[config.mk]
export PLATFORM = sky130hd
export DESIGN_NAME = fstore_tty_ctrl
export DESIGN_NICKNAME = d
export VERILOG_FILES = /design/src/rtl/fstore_pkg.sv /design/src/rtl/fstore_tty_ctrl.sv
export SDC_FILE = /design/constraint.sdc
export NUM_CORES = 1
export LEC_CHECK = 0
export ABC_AREA = 1
export CORE_AREA = 3 3 122 124
export DETAILED_ROUTE_END_ITERATION = 12
export DIE_AREA = 0 0 125 127
export HOLD_SLACK_MARGIN = 0.08
export PLACE_DENSITY = 0.7
export SYNTH_ARGS = -nofsm -noshare
export SYNTH_HDL_FRONTEND = slang
export SYNTH_SLANG_ARGS = --single-unit
[constraint.sdc]
create_clock -name clk_data -period 3.2 [get_ports clk_data]
set_input_delay 0.8 -clock clk_data [delete_from_list [all_inputs] [get_ports clk_data]]
set_output_delay 0.8 -clock clk_data [all_outputs]
set_load 0.05 [all_outputs]
[src/rtl/fstore_pkg.sv]
// rtl/fstore_pkg.sv - shared types and constants for the text-store TTY engine
package fstore_pkg;

    typedef enum logic [1:0] {
        IDLE,
        EXEC,
        CLR,
        CLS
    } state_e;

    localparam logic [7:0] CH_BS    = 8'h08;
    localparam logic [7:0] CH_LF    = 8'h0A;
    localparam logic [7:0] CH_FF    = 8'h0C;
    localparam logic [7:0] CH_CR    = 8'h0D;
    localparam logic [7:0] CH_SP    = 8'h20;
    localparam logic [7:0] CH_TILDE = 8'h7E;

    localparam int STRIDE_WORDS = 16;

    function automatic logic is_printable(input logic [7:0] c);
        return (c >= CH_SP) && (c <= CH_TILDE);
    endfunction

endpackage

[src/rtl/fstore_tty_ctrl.sv]
// rtl/fstore_tty_ctrl.sv - glass-TTY sequencer and host/engine arbiter for store port B
module fstore_tty_ctrl
    import fstore_pkg::*;
#(
    parameter int         COLS_VIS = 64,
    parameter int         ROWS     = 32,
    parameter logic [7:0] FILL     = 8'h20
) (
    input  logic        clk_data,
    input  logic        irst,
    input  logic        char_valid,
    input  logic [7:0]  char_data,
    output logic        char_ready,
    input  logic        host_en,
    input  logic [7:0]  host_we,
    input  logic [10:0] host_addr,
    input  logic [63:0] host_din,
    output logic [63:0] host_dout,
    output logic        enb,
    output logic [7:0]  web,
    output logic [10:0] addrb,
    output logic [63:0] dinb,
    input  logic [63:0] doutb,
    output logic [5:0]  cur_row,
    output logic [6:0]  cur_col,
    output logic        busy
);

    localparam logic [6:0]  COL_LAST = 7'(COLS_VIS - 1);
    localparam logic [5:0]  ROW_MASK = 6'(ROWS - 1);
    localparam logic [10:0] CLS_LAST = 11'(ROWS * STRIDE_WORDS - 1);

    state_e      state_q, state_d;
    logic [10:0] cnt_q, cnt_d;
    logic [5:0]  row_q, row_d;
    logic [6:0]  col_q, col_d;
    logic [7:0]  char_q, char_d;

    logic        eng_en;
    logic [7:0]  eng_we;
    logic [10:0] eng_addr;
    logic [63:0] eng_din;
    logic        eng_ready;
    logic [5:0]  row_inc;

    assign row_inc = (row_q + 6'd1) & ROW_MASK;

    always_ff @(posedge clk_data) begin
        if (irst) begin
            state_q <= CLS;
            cnt_q   <= '0;
            row_q   <= '0;
            col_q   <= '0;
            char_q  <= '0;
        end else begin
            state_q <= state_d;
            cnt_q   <= cnt_d;
            row_q   <= row_d;
            col_q   <= col_d;
            char_q  <= char_d;
        end
    end

    // A host cycle freezes the engine wherever it is; nothing below advances while host_en is high.
    always_comb begin
        state_d   = state_q;
        cnt_d     = cnt_q;
        row_d     = row_q;
        col_d     = col_q;
        char_d    = char_q;
        eng_en    = 1'b0;
        eng_we    = '0;
        eng_addr  = '0;
        eng_din   = '0;
        eng_ready = 1'b0;

        case (state_q)
            IDLE: begin
                eng_ready = ~host_en;
                if (char_valid && !host_en) begin
                    char_d  = char_data;
                    state_d = EXEC;
                end
            end
            EXEC: begin
                if (!host_en) begin
                    state_d = IDLE;
                    if (is_printable(char_q)) begin
                        eng_en   = 1'b1;
                        eng_we   = 8'h01 << col_q[2:0];
                        eng_addr = {1'b0, row_q, col_q[6:3]};
                        eng_din  = {8{char_q}};
                        if (col_q == COL_LAST) begin
                            col_d   = '0;
                            row_d   = row_inc;
                            cnt_d   = '0;
                            state_d = CLR;
                        end else begin
                            col_d = col_q + 7'd1;
                        end
                    end else if (char_q == CH_CR) begin
                        col_d = '0;
                    end else if (char_q == CH_LF) begin
                        col_d   = '0;
                        row_d   = row_inc;
                        cnt_d   = '0;
                        state_d = CLR;
                    end else if (char_q == CH_BS) begin
                        if (col_q != 7'd0) begin
                            col_d = col_q - 7'd1;
                        end
                    end else if (char_q == CH_FF) begin
                        col_d   = '0;
                        row_d   = '0;
                        cnt_d   = '0;
                        state_d = CLS;
                    end
                end
            end
            CLR: begin
                if (!host_en) begin
                    eng_en   = 1'b1;
                    eng_we   = 8'hFF;
                    eng_addr = {1'b0, row_q, cnt_q[3:0]};
                    eng_din  = {8{FILL}};
                    if (cnt_q[3:0] == 4'hF) begin
                        cnt_d   = '0;
                        state_d = IDLE;
                    end else begin
                        cnt_d = cnt_q + 11'd1;
                    end
                end
            end
            CLS: begin
                if (!host_en) begin
                    eng_en   = 1'b1;
                    eng_we   = 8'hFF;
                    eng_addr = cnt_q;
                    eng_din  = {8{FILL}};
                    if (cnt_q == CLS_LAST) begin
                        cnt_d   = '0;
                        state_d = IDLE;
                    end else begin
                        cnt_d = cnt_q + 11'd1;
                    end
                end
            end
            default: state_d = CLS;
        endcase
    end

    // Reset forces port B quiet and reports busy, even before the state register has been reset.
    always_comb begin
        if (irst) begin
            enb        = 1'b0;
            web        = '0;
            addrb      = '0;
            dinb       = '0;
            char_ready = 1'b0;
            cur_row    = '0;
            cur_col    = '0;
            busy       = 1'b1;
        end else begin
            if (host_en) begin
                enb   = 1'b1;
                web   = host_we;
                addrb = host_addr;
                dinb  = host_din;
            end else begin
                enb   = eng_en;
                web   = eng_we;
                addrb = eng_addr;
                dinb  = eng_din;
            end
            char_ready = eng_ready;
            cur_row    = row_q;
            cur_col    = col_q;
            busy       = (state_q != IDLE);
        end
    end

    assign host_dout = doutb;

endmodule

Yosys cells after proc, flatten, opt, wreduce, memory -nomap -nowiden. Cells that the tools add are included.

Bitwise logic cells: 1. Order comparisons: 2. Multiplexer cells: 59. Add/subtract/negate cells: 4. Reduce and logical (&&, ||, !) cells: 15. Equality and inequality tests: 24. Shift operators: 1.

Operators with widths (count): $mux W64 (3); $mux W11 (13); $pmux W64 S2 (1); $pmux W11 S3 (2); $mux W7 (8); $mux W6 (7); $eq A8 B4 Y1 const B (4); $mux W2 (12); $mux W8 (3); $pmux W8 S2 (1); $ne A2 B2 Y1 const B (7); $reduce_and A6 Y1 (2); $add A11 B1 Y11 const B (1); $eq A11 B9 Y1 const B (1); $mux W10 (1); $ne A3 B3 Y1 const B (3); $ge A8 B6 Y1 const B (1); $le A8 B7 Y1 const B (1); $ne A4 B4 Y1 const B (2); $pmux W2 S4 (1); $reduce_and A8 Y1 (1); $shl A1 B3 Y8 const A (1); $add A7 B1 Y7 const B (1); $eq A7 B6 Y1 const B (1); other kinds (20) (28).

Output and inout port bits: 163. Input port bits: 159. Register bits after elaboration: 34. Logic and storage cells: 111.

Logic depth before layout (Yosys ltp). Gate-level depths: netlist of run 1.

Depth in word-level cells: 8. Mapped depth: 11. Depth with buffers taken out: 11.

Worst setup path after synthesis of run 1. OpenSTA, ideal clock, no wires.

Path type: input-to-output. From: input port irst. To: output port addrb[10]. Arrival time: 2889 ps. Path buffers: 2. Data required time: 2400 ps. Stages on the path: 3. Path slack: -489 ps. Cell sequence: buf_2 > buf_2 > o41ai_1.

Cells in the longest elaborated chain, start to end: 1.

Ends and longest elaborated chain: start: declaration (RTL line fstore_tty_ctrl.sv:10) `input logic irst,`; $mux W11 (RTL line fstore_tty_ctrl.sv:154) `if (irst) begin`; end: declaration (RTL line fstore_tty_ctrl.sv:21) `output logic [10:0] addrb,`.

No other way between the ends.

Worst setup path after layout of run 1.
From: register state_q[0]. To: output port dinb[61].

Cells in the longest elaborated chain, start to end: 5. Elaborated cells on any way between the ends: 7. Classes of those cells: eq/ne: 3; mux: 3; reduce/logical: 1.

Ends and longest elaborated chain: start: declaration (RTL line fstore_tty_ctrl.sv:33) `state_e state_q, state_d;`; start signal: assignment (RTL line fstore_tty_ctrl.sv:56) `state_q <= state_d;`; $eq A2 B2 Y1 (RTL line fstore_tty_ctrl.sv:77) `case (state_q)`; $reduce_or A2 Y1 (no source line); $pmux W64 S2 * (RTL line fstore_tty_ctrl.sv:77); $mux W64 * (RTL line fstore_tty_ctrl.sv:164) `if (host_en) begin`; $mux W64 * (RTL line fstore_tty_ctrl.sv:154); end: declaration (RTL line fstore_tty_ctrl.sv:22) `output logic [63:0] dinb,`.

Every way passes the cells marked *; elsewhere a longest branch is shown, timed or not.

==> results of run 1 <==
[timing repair]
item | 4_1_cts | 5_1_grt
pin swaps | 0 | 1
gates resized for setup | 6 | 10
setup buffers | 0 | 4
setup endpoints to repair | 19 | 67
cloned | 0 | 0
[critical path, delay by kind of cell, from the launching register on]
family | cells | cell delay [ns]
and+or+nand+nor | 3 | 0.62
DFF | 1 | 0.47
buffers and inverters | 3 | 0.44
AOI/OAI and AO/OA | 2 | 0.35
[cell families (layout without fill, tap and decap cells)]
logic type	count (synthesis)	after routing
fa+ha+maj	10	10
flops	33	33
buf+inv	147	280
simple gates	375	375
xor+xnor	6	6
other cells	1	1
compound gates	90	90
[per-layer routing]
| metal | vias up | GRT usage, % |
|---|---|---|
| met4 | 0 | 4.59 |
| met1 | 2069 | 22.4 |
| li1 | 2295 | - |
| met2 | 200 | 32.1 |
| met3 | 24 | 5.39 |
| met5 | - | 0 |
[synth_stat cells, drive strengths merged]
cell type / count / area share (%)
a21oi: 38 / 5.2
a22o: 4 / 0.86
a31oi: 2 / 0.46
a32o: 1 / 0.25
buf: 84 / 15
clkbuf: 8 / 0.74
clkinv: 1 / 0.092
conb: 1 / 0.092
dfxtp: 33 / 16
ha: 10 / 3.1
inv: 54 / 5.0
nand2: 138 / 15
nand3: 36 / 5.7
nand3b: 3 / 0.55
nand4: 5 / 0.77
nor2: 188 / 21
nor3: 3 / 0.65
o2111ai: 1 / 0.22
o211ai: 1 / 0.18
o21ai: 25 / 3.1
o22ai: 8 / 1.2
o31ai: 8 / 3.2
o41ai: 2 / 0.43
or2: 2 / 0.31
xnor2: 1 / 0.22
xor2: 5 / 1.1
[final cells by class]
type                    instances  area [µm²]  share of cell area [%]
repair buffers                218        2960                    43.4
multi-input cells             482        2620                    38.5
flip-flops and latches         33         661                    9.69
well taps                     180         225                    3.30
inverters                      55         206                    3.03
clock buffers                   7         143                    2.09
[through the flow]
step	power [µW]	hold WS (ns)	instances	area (µm²)	TNS (ns)
after floorplan	1720	0.468	662	4100	-2.98
after CTS	2710	0.504	971	6760	-0.409
after global routing	2860	0.529	975	6820	0
after global placement	2210	0.488	964	6600	-0.375
after detailed placement	2220	0.497	964	6600	-0.539
final	2700	0.503	975	6820	0
[registers in the layout, indices dropped and copies added, names as in the netlist]
signal   flops
char_q       8
cnt_q       11
col_q        7
row_q        5
state_q      2
[where the power goes]
group	leakage, µW	switching, µW	internal, µW
clock	0.0000700	167	305
sequential	0.000268	60.4	461
combinational	0.00260	983	721
[how the worst max path moves through the flow]
stage,slack (ns),endpoint
floorplan,-0.49,addrb[10]
global placement,-0.05,dinb[32]
detailed placement,-0.05,dinb[24]
CTS,-0.06,dinb[24]
global route,0.10,dinb[61]
finish,0.25,dinb[61]
==> qor.yml, run 1 <==
grt:
  grt_overflow_total: 0
  grt_max_degree: 52
  grt_pass1_vias: 4311
  antenna_found_initial: 0
  grt_pass1_wl_mm: 23.8
  grt_usage_pct: 18.5
synth:
  synth.cell_area_um2: 4070
  synthMuxAreaShare_pct: 0
  synth_cells: 662
  ys_types: 43
  synth_adder_area_share_pct: 3.08
  synth_xor_area_share_pct: 1.29
  yosys.area_share.simple_pct: 43.1
  syn_nets: 831
  seq_area_frac_synth_pct: 16.3
  synth_top_family_by_area: "simple AND/OR/NAND/NOR gates"
  synth_area_per_cell_um2: 6.14
  yosysWarnings: 0
  ys_seq_elements: 33
  synth_compound_area_share_pct: 15.1
worst_hold_path:
  hp-start: "row_q[0]"
  min_to: "row_q[0]"
  hold_path_class: "register to register"
  min_delay_path_depth: 2
final_layout:
  diodes: 0
  fillers: 1372
  layout_commonest_cell: "nor2_1"
  fin_util_pct: 49.1
  drive_gt1_share_pct: 30.2
  mostFrequentLayoutCells: "132 x nor2_1, 122 x nand2_1, 92 x clkdlybuf4s50_1, 87 x buf_12, 48 x nor2_2"
  area_delta_synth_final_pct: 67.7
  num-nets-final: 964
sta:
  rsz0062_at_grt: "no"
  relSlewSlack_pct: 64.5
  hold_viol: 0
  finalClockSkew_ns: 0.00297
  finalSetupViolCount: 0
  setup_slack_ns: 0.247
  max_freq_ghz: 0.339
  layout_min_cycle_time_ns: 2.95
  tightestPinTransition_ns: 0.525
  period_share_pct: 92.3
  drv_slew: 0
routing:
  firstDrtPassIters: 6
  viasPerCell: 4.71
  vias: 4588
  highest_layer: "met4"
  drt-initial-drc-count: 251
  ant_nets: 0
  wl_met2_mm: 7.73
  route.detailed.drc: 0
  wirelength_mm: 15.4
  routedLengthMet1_mm: 6.16
  wl_met3_mm: 1.26
  wire_per_inst_um: 15.8
die:
  dieArea_um2: 15900
  ios: 322
  die_y_um: 127
  die_x_um: 125
  start_util_pct: 29.3
  row_count: 43
  core_area_um2: 13900
critical_path:
  crit_type: "register to output pin"
  cp_max_fo: 10
  arrival_ns: 2.15
  crit_top_cell: "buf_12"
  crit_chain: "inv_2 -> nor2_2 -> nand3_4 -> a31oi_2 -> o31ai_2 -> buf_12 -> nor2_1 -> buf_12"
  crit_path_end_kind: "output pin"
  r2r_end: "cnt_q[3]"
  max_stage_delay_ns: 0.47
  crit_slowest_cell: "dfxtp_1"
  worstSetupStartpoint: "state_q[0]"
  rrSetupSlack_ns: 1.27
  reg2reg_from: "state_q[1]"
  worstPathRequired_ns: 2.40
  reg2reg_depth: 9
  cp-start-kind: "register"
clock_network:
  cts_tree: "built"
  cts.clk_slew.worst_paths_ns: 0.05
  clockRootBuffer: "clkbuf_16"
  htreeDepth: 2
  cts_buffers: 5
  clk_latency_ns: 0.28
  cts_hold_buf: 0
  clk_path_buf_depth: 2
  clkSinkCount: 33
placement:
  dp_slack_ns: -0.0520
  place_congestion: 0.899
  hpwl_mm: 12.6
  io_buffer_count: 192
power:
  vdd_drop_max_mv: 0.253
  power_density_nw_per_um2: 396
  leakage_uw: 0.00294
status:
  status: "finished clean"
flow_run:
  maxCapViolCount: 0
Note: power is estimated with default switching activity, not from simulation.
==> inputs of run 2 (changes only) <==
Settings changed: CORE_AREA 3 3 122 124 to default, CORE_MARGIN from default to 3, CORE_UTILIZATION from default to 25, DIE_AREA 0 0 125 127 to default, PLACE_DENSITY 0.7 to 0.62.
==> qor.yml, run 2 (synthesis results as in run 1) <==
critical_path:
  rrSetupSlack_ns: 1.36
  crit_chain: "inv_2 -> nor2_2 -> nand3_4 -> a31oi_2 -> o31ai_2 -> buf_12 -> nor2_2 -> buf_12"
  worstPathRequired_ns: 2.40
  cp-start-kind: "register"
  arrival_ns: 2.23
  max_stage_delay_ns: 0.49
  crit_slowest_cell: "dfxtp_1"
  cp_top_family: "simple AND/OR/NAND/NOR gates"
  crit_path_end_kind: "output pin"
  crit_buf_inv: 3
  cp_max_fo: 13
  crit_type: "register to output pin"
clock_network:
  cts_tree: "built"
  postCtsSetupRepairBufs: 0
  cts.clk_slew.worst_paths_ns: 0.05
  clkSinkCount: 33
  clockRootBuffer: "clkbuf_16"
  htreeDepth: 2
  cts_buffers: 5
  clk_latency_ns: 0.28
  clk_path_buf_depth: 2
grt:
  grt_pass1_vias: 4196
  grt-busiest-layer: "met2"
  antenna_found_initial: 0
  grt_pass1_wl_mm: 24.3
  grtUsageMet2_pct: 28.6
  grt_overflow_total: 0
  global_route.usage.met1_pct: 21.5
  grt_util_met3_pct: 5.36
  grt_max_degree: 46
  grt_usage_pct: 17.1
power:
  vdd_drop_max_mv: 0.205
  p_seq_share_pct: 19.3
  pwr-share-comb_pct: 62.9
  p_int_uw: 1480
  power_density_nw_per_um2: 395
  p_sw_share_pct: 45.1
  leakage_uw: 0.00291
  pwr-share-clk_pct: 17.8
  power.switching_uw: 1210
routing:
  wire_per_inst_um: 16.0
  vias: 4482
  wirelength_mm: 16.0
  firstDrtPassIters: 4
  route.detailed.drc: 0
  drt-initial-drc-count: 181
  ant_nets: 0
  viasPerCell: 4.49
final_layout:
  num-nets-final: 956
  max_flop_register: "cnt_q"
  reg.largest.list: "cnt_q (11), char_q (8), col_q (7)"
  drive_gt1_share_pct: 29.7
  mostFrequentLayoutCells: "131 x nor2_1, 122 x nand2_1, 92 x clkdlybuf4s50_1, 88 x buf_12, 49 x nor2_2"
  final-seq-area_um2: 661
  fillers: 1545
  area_delta_synth_final_pct: 67.8
  diodes: 0
  fin_util_pct: 43.9
  layout_commonest_cell: "nor2_1"
  largest_register_ff_count: 11
  multi_input_area_um2: 2630
die:
  core_area_um2: 15500
  die_y_um: 134
  die_x_um: 134
  start_util_pct: 26.2
  ios: 322
  row_count: 45
  dieArea_um2: 17800
sta:
  period_share_pct: 94.6
  finalClockSkew_ns: 0.00475
  holdWs_ns: 0.501
  tightestPinTransition_ns: 0.505
  hold_viol: 0
  max_freq_ghz: 0.330
  finalSetupViolCount: 0
  layout_min_cycle_time_ns: 3.03
  drv_slew: 0
  rsz0062_at_grt: "no"
  setup_slack_ns: 0.174
  relSlewSlack_pct: 66.3
placement:
  place_congestion: 0.857
  hpwl_mm: 13.2
  dp_slack_ns: -0.0433
  io_buffer_count: 192
status:
  status: "finished clean"
flow_run:
  maxCapViolCount: 0
worst_hold_path:
  hold_path_class: "register to register"
==> run 2: changes by cell type in the layout (fill, tap and decap cells not counted), sizes merged <==
cell and delta:
buf -8
==> run 2: per-layer routing <==
metal	vias up	part of all wire, %	wire (µm)
met5	-	0	0
met1	2016	42	6640
met3	26	8.5	1350
met4	0	2.1	342
met2	161	48	7630
li1	2279	-	-
==> run 2: what timing repair did <==
action | in CTS | in global routing
resized for setup | 3 | 16
hold buffers | 0 | 0
setup endpoints to repair | 10 | 56
==> run 2: final timing paths <==
| check | startpoint | end | cells after the start |
|---|---|---|---|
| max | state_q[0] | dinb[61] | 8 |
| min | row_q[4] | row_q[4] | 2 |
| max reg2reg | state_q[1] | cnt_q[3] | 8 |
| min reg2reg | row_q[4] | row_q[4] | 2 |
==> run 2: power by group through the flow <==
stage                     Clock, µW  Sequential [µW]  Combinational (µW)
final                           479              521                1690
after global routing            506              528                1820
after CTS                       491              519                1690
after detailed placement          0              527                1680
after global placement            0              526                1670
after floorplan                   0              495                1220
==> run 2: cell type report <==
| cell class | instances | area share (%) |
|---|---|---|
| repair buffers | 210 | 42.8 |
| multi-input cells | 482 | 38.5 |
| well taps | 211 | 3.87 |
| clock buffers | 7 | 2.09 |
| flip-flops and latches | 33 | 9.69 |
| inverters | 55 | 3.03 |
==> run 2: through the flow <==
| stage | area, µm² | power (µW) | cells | setup TNS (ns) |
|---|---|---|---|---|
| floorplan | 4100 | 1720 | 662 | -2.98 |
| global placement | 6620 | 2200 | 991 | -0.0431 |
| detailed placement | 6620 | 2210 | 991 | -0.179 |
| CTS | 6770 | 2700 | 998 | -0.215 |
| global route | 6820 | 2850 | 998 | 0 |
| finish | 6820 | 2690 | 998 | 0 |
==> run 2: worst reg2reg max path, delay by kind of cell, from the launching register on <==
family	cells	cell delay (ns)
DFF	1	0.52
and+or+nand+nor	5	0.76
AOI/OAI and AO/OA	1	0.07
buffers and inverters	2	0.44
==> inputs of run 3 (changes only) <==
Settings changed: CAP_MARGIN from default to 20.
Clock period 3.2 ns to 3.4 ns, I/O delays scaled along.
==> qor.yml, run 3 (synthesis results as in run 1) <==
status:
  status: "finished clean"
die:
  dieArea_um2: 17800
  ios: 322
  start_util_pct: 26.2
  die_x_um: 134
  core_area_um2: 15500
  die_y_um: 134
  row_count: 45
routing:
  routedLengthMet1_mm: 6.77
  wl_met3_mm: 1.06
  route.detailed.drc: 0
  wire_per_inst_um: 15.6
  ant_nets: 0
  vias: 4552
  wl_met2_mm: 7.63
  viasPerCell: 4.52
  drt-initial-drc-count: 253
  highest_layer: "met4"
  wirelength_mm: 15.7
  firstDrtPassIters: 5
worst_hold_path:
  min_to: "row_q[4]"
  hp-start: "row_q[4]"
  hold_path_class: "register to register"
  min_delay_path_depth: 2
clock_network:
  clkSinkCount: 33
  cts.clk_slew.worst_paths_ns: 0.05
  htreeDepth: 2
  clk_path_buf_depth: 2
  clockRootBuffer: "clkbuf_16"
  cts_buffers: 5
  clk_latency_ns: 0.28
  cts_tree: "built"
  cts_hold_buf: 0
final_layout:
  area_delta_synth_final_pct: 68.1
  num-nets-final: 963
  fin_util_pct: 44.0
  stdcell_area_um2: 6830
  drive_gt1_share_pct: 28.6
  reg.largest.list: "cnt_q (11), char_q (8), col_q (7)"
  diodes: 0
  layout_commonest_cell: "nor2_1"
  largest_register_ff_count: 11
  max_flop_register: "cnt_q"
  mostFrequentLayoutCells: "141 x nor2_1, 123 x nand2_1, 92 x clkdlybuf4s50_1, 87 x buf_12, 41 x inv_1"
sta:
  period_share_pct: 93.4
  tightestPinTransition_ns: 0.547
  rsz0062_at_grt: "no"
  final.setup.tns_ns: 0
  hold_viol: 0
  finalSetupViolCount: 0
  finalClockSkew_ns: 0.00342
  relSlewSlack_pct: 63.0
  setup_slack_ns: 0.224
  drv_slew: 0
  max_freq_ghz: 0.315
  layout_min_cycle_time_ns: 3.18
  holdWs_ns: 0.502
grt:
  grt_overflow_total: 0
  grt_pass1_wl_mm: 23.9
  grt_max_degree: 59
  antenna_found_initial: 0
  grt_pass1_vias: 4284
  grt_usage_pct: 16.7
critical_path:
  crit_chain: "dlygate4sd2_1 -> inv_2 -> nor2_1 -> inv_2 -> o31ai_1 -> inv_2 -> nor2_1 -> buf_4 -> buf_12"
  reg2reg_depth: 10
  crit_type: "primary input to output pin"
  worstSetupStartpoint: "host_en"
  crit_top_cell: "inv_2"
  r2r_end: "cnt_q[3]"
  cp-start-kind: "primary input"
  rrSetupSlack_ns: 1.54
  reg2reg_from: "col_q[1]"
  cp_max_fo: 8
  max_stage_delay_ns: 0.33
  crit_slowest_cell: "dlygate4sd2_1"
  arrival_ns: 2.33
  crit_path_end_kind: "output pin"
  worstPathRequired_ns: 2.55
power:
  vdd_drop_max_mv: 0.206
  leakage_uw: 0.00293
  power_density_nw_per_um2: 387
placement:
  io_buffer_count: 192
  place_congestion: 0.875
  placed_cell_area_um2: 6660
  dp_slack_ns: -0.0494
  hpwl_mm: 13.0
flow_run:
  maxCapViolCount: 0
-- run 3: changes by cell type in the layout (fill, tap and decap cells not counted), sizes merged --
cell	before	now
bufinv	0	1
buf	117	124
dlygate4sd2	0	1
dlymetal6s2s	1	0
-- run 3: worst max path at each step --
stage / end / slack (ns) / cells after the start
floorplan: addrb[10] / -0.39 / 3
finish: dinb[48] / 0.22 / 9
CTS: dinb[48] / 0.21 / 9
global placement: dinb[48] / -0.03 / 9
global route: dinb[48] / 0.12 / 9
detailed placement: dinb[48] / -0.05 / 9
-- run 3: per-stage QoR --
stage | total power, µW | cells
2_1_floorplan | 1610 | 662
6_report | 2650 | 1006
3_5_place_dp | 2110 | 998
4_1_cts | 2660 | 1006
5_1_grt | 2780 | 1006
3_3_place_gp | 2100 | 998
-- run 3: area by class of cell --
| type | instances | area, µm² |
|---|---|---|
| clock buffers | 7 | 143 |
| clock inverters | 1 | 30.0 |
| fillers | 1578 | 8710 |
| inverters | 55 | 206 |
| multi-input cells | 482 | 2580 |
| flip-flops and latches | 33 | 661 |
| well taps | 211 | 264 |
| repair buffers | 217 | 2950 |
-- run 3: where the power goes --
group	internal (µW)	total, µW	switching [µW]
Clock	366	543	177
Sequential	434	490	56.6
Combinational	689	1610	923
Total	1490	2650	1160
-- run 3: worst max-delay path: cells and delay by family --
kind	cells	cell delay [ns]
compound gates	1	0.11
simple gates	2	0.34
buf+inv	6	1.01
-- run 3: per-layer routing --
metal	GRT usage [%]	vias up
li1	-	2291
met1	21.3	2060
met2	28.8	171
met3	3.97	30
met4	3.49	0
met5	0	-
-- run 3: repair_timing --
item,CTS,global route
resized for setup,1,0
endpoints found under the hold margin,0,0
endpoints found under the setup margin,2,0
setup buffers,0,0
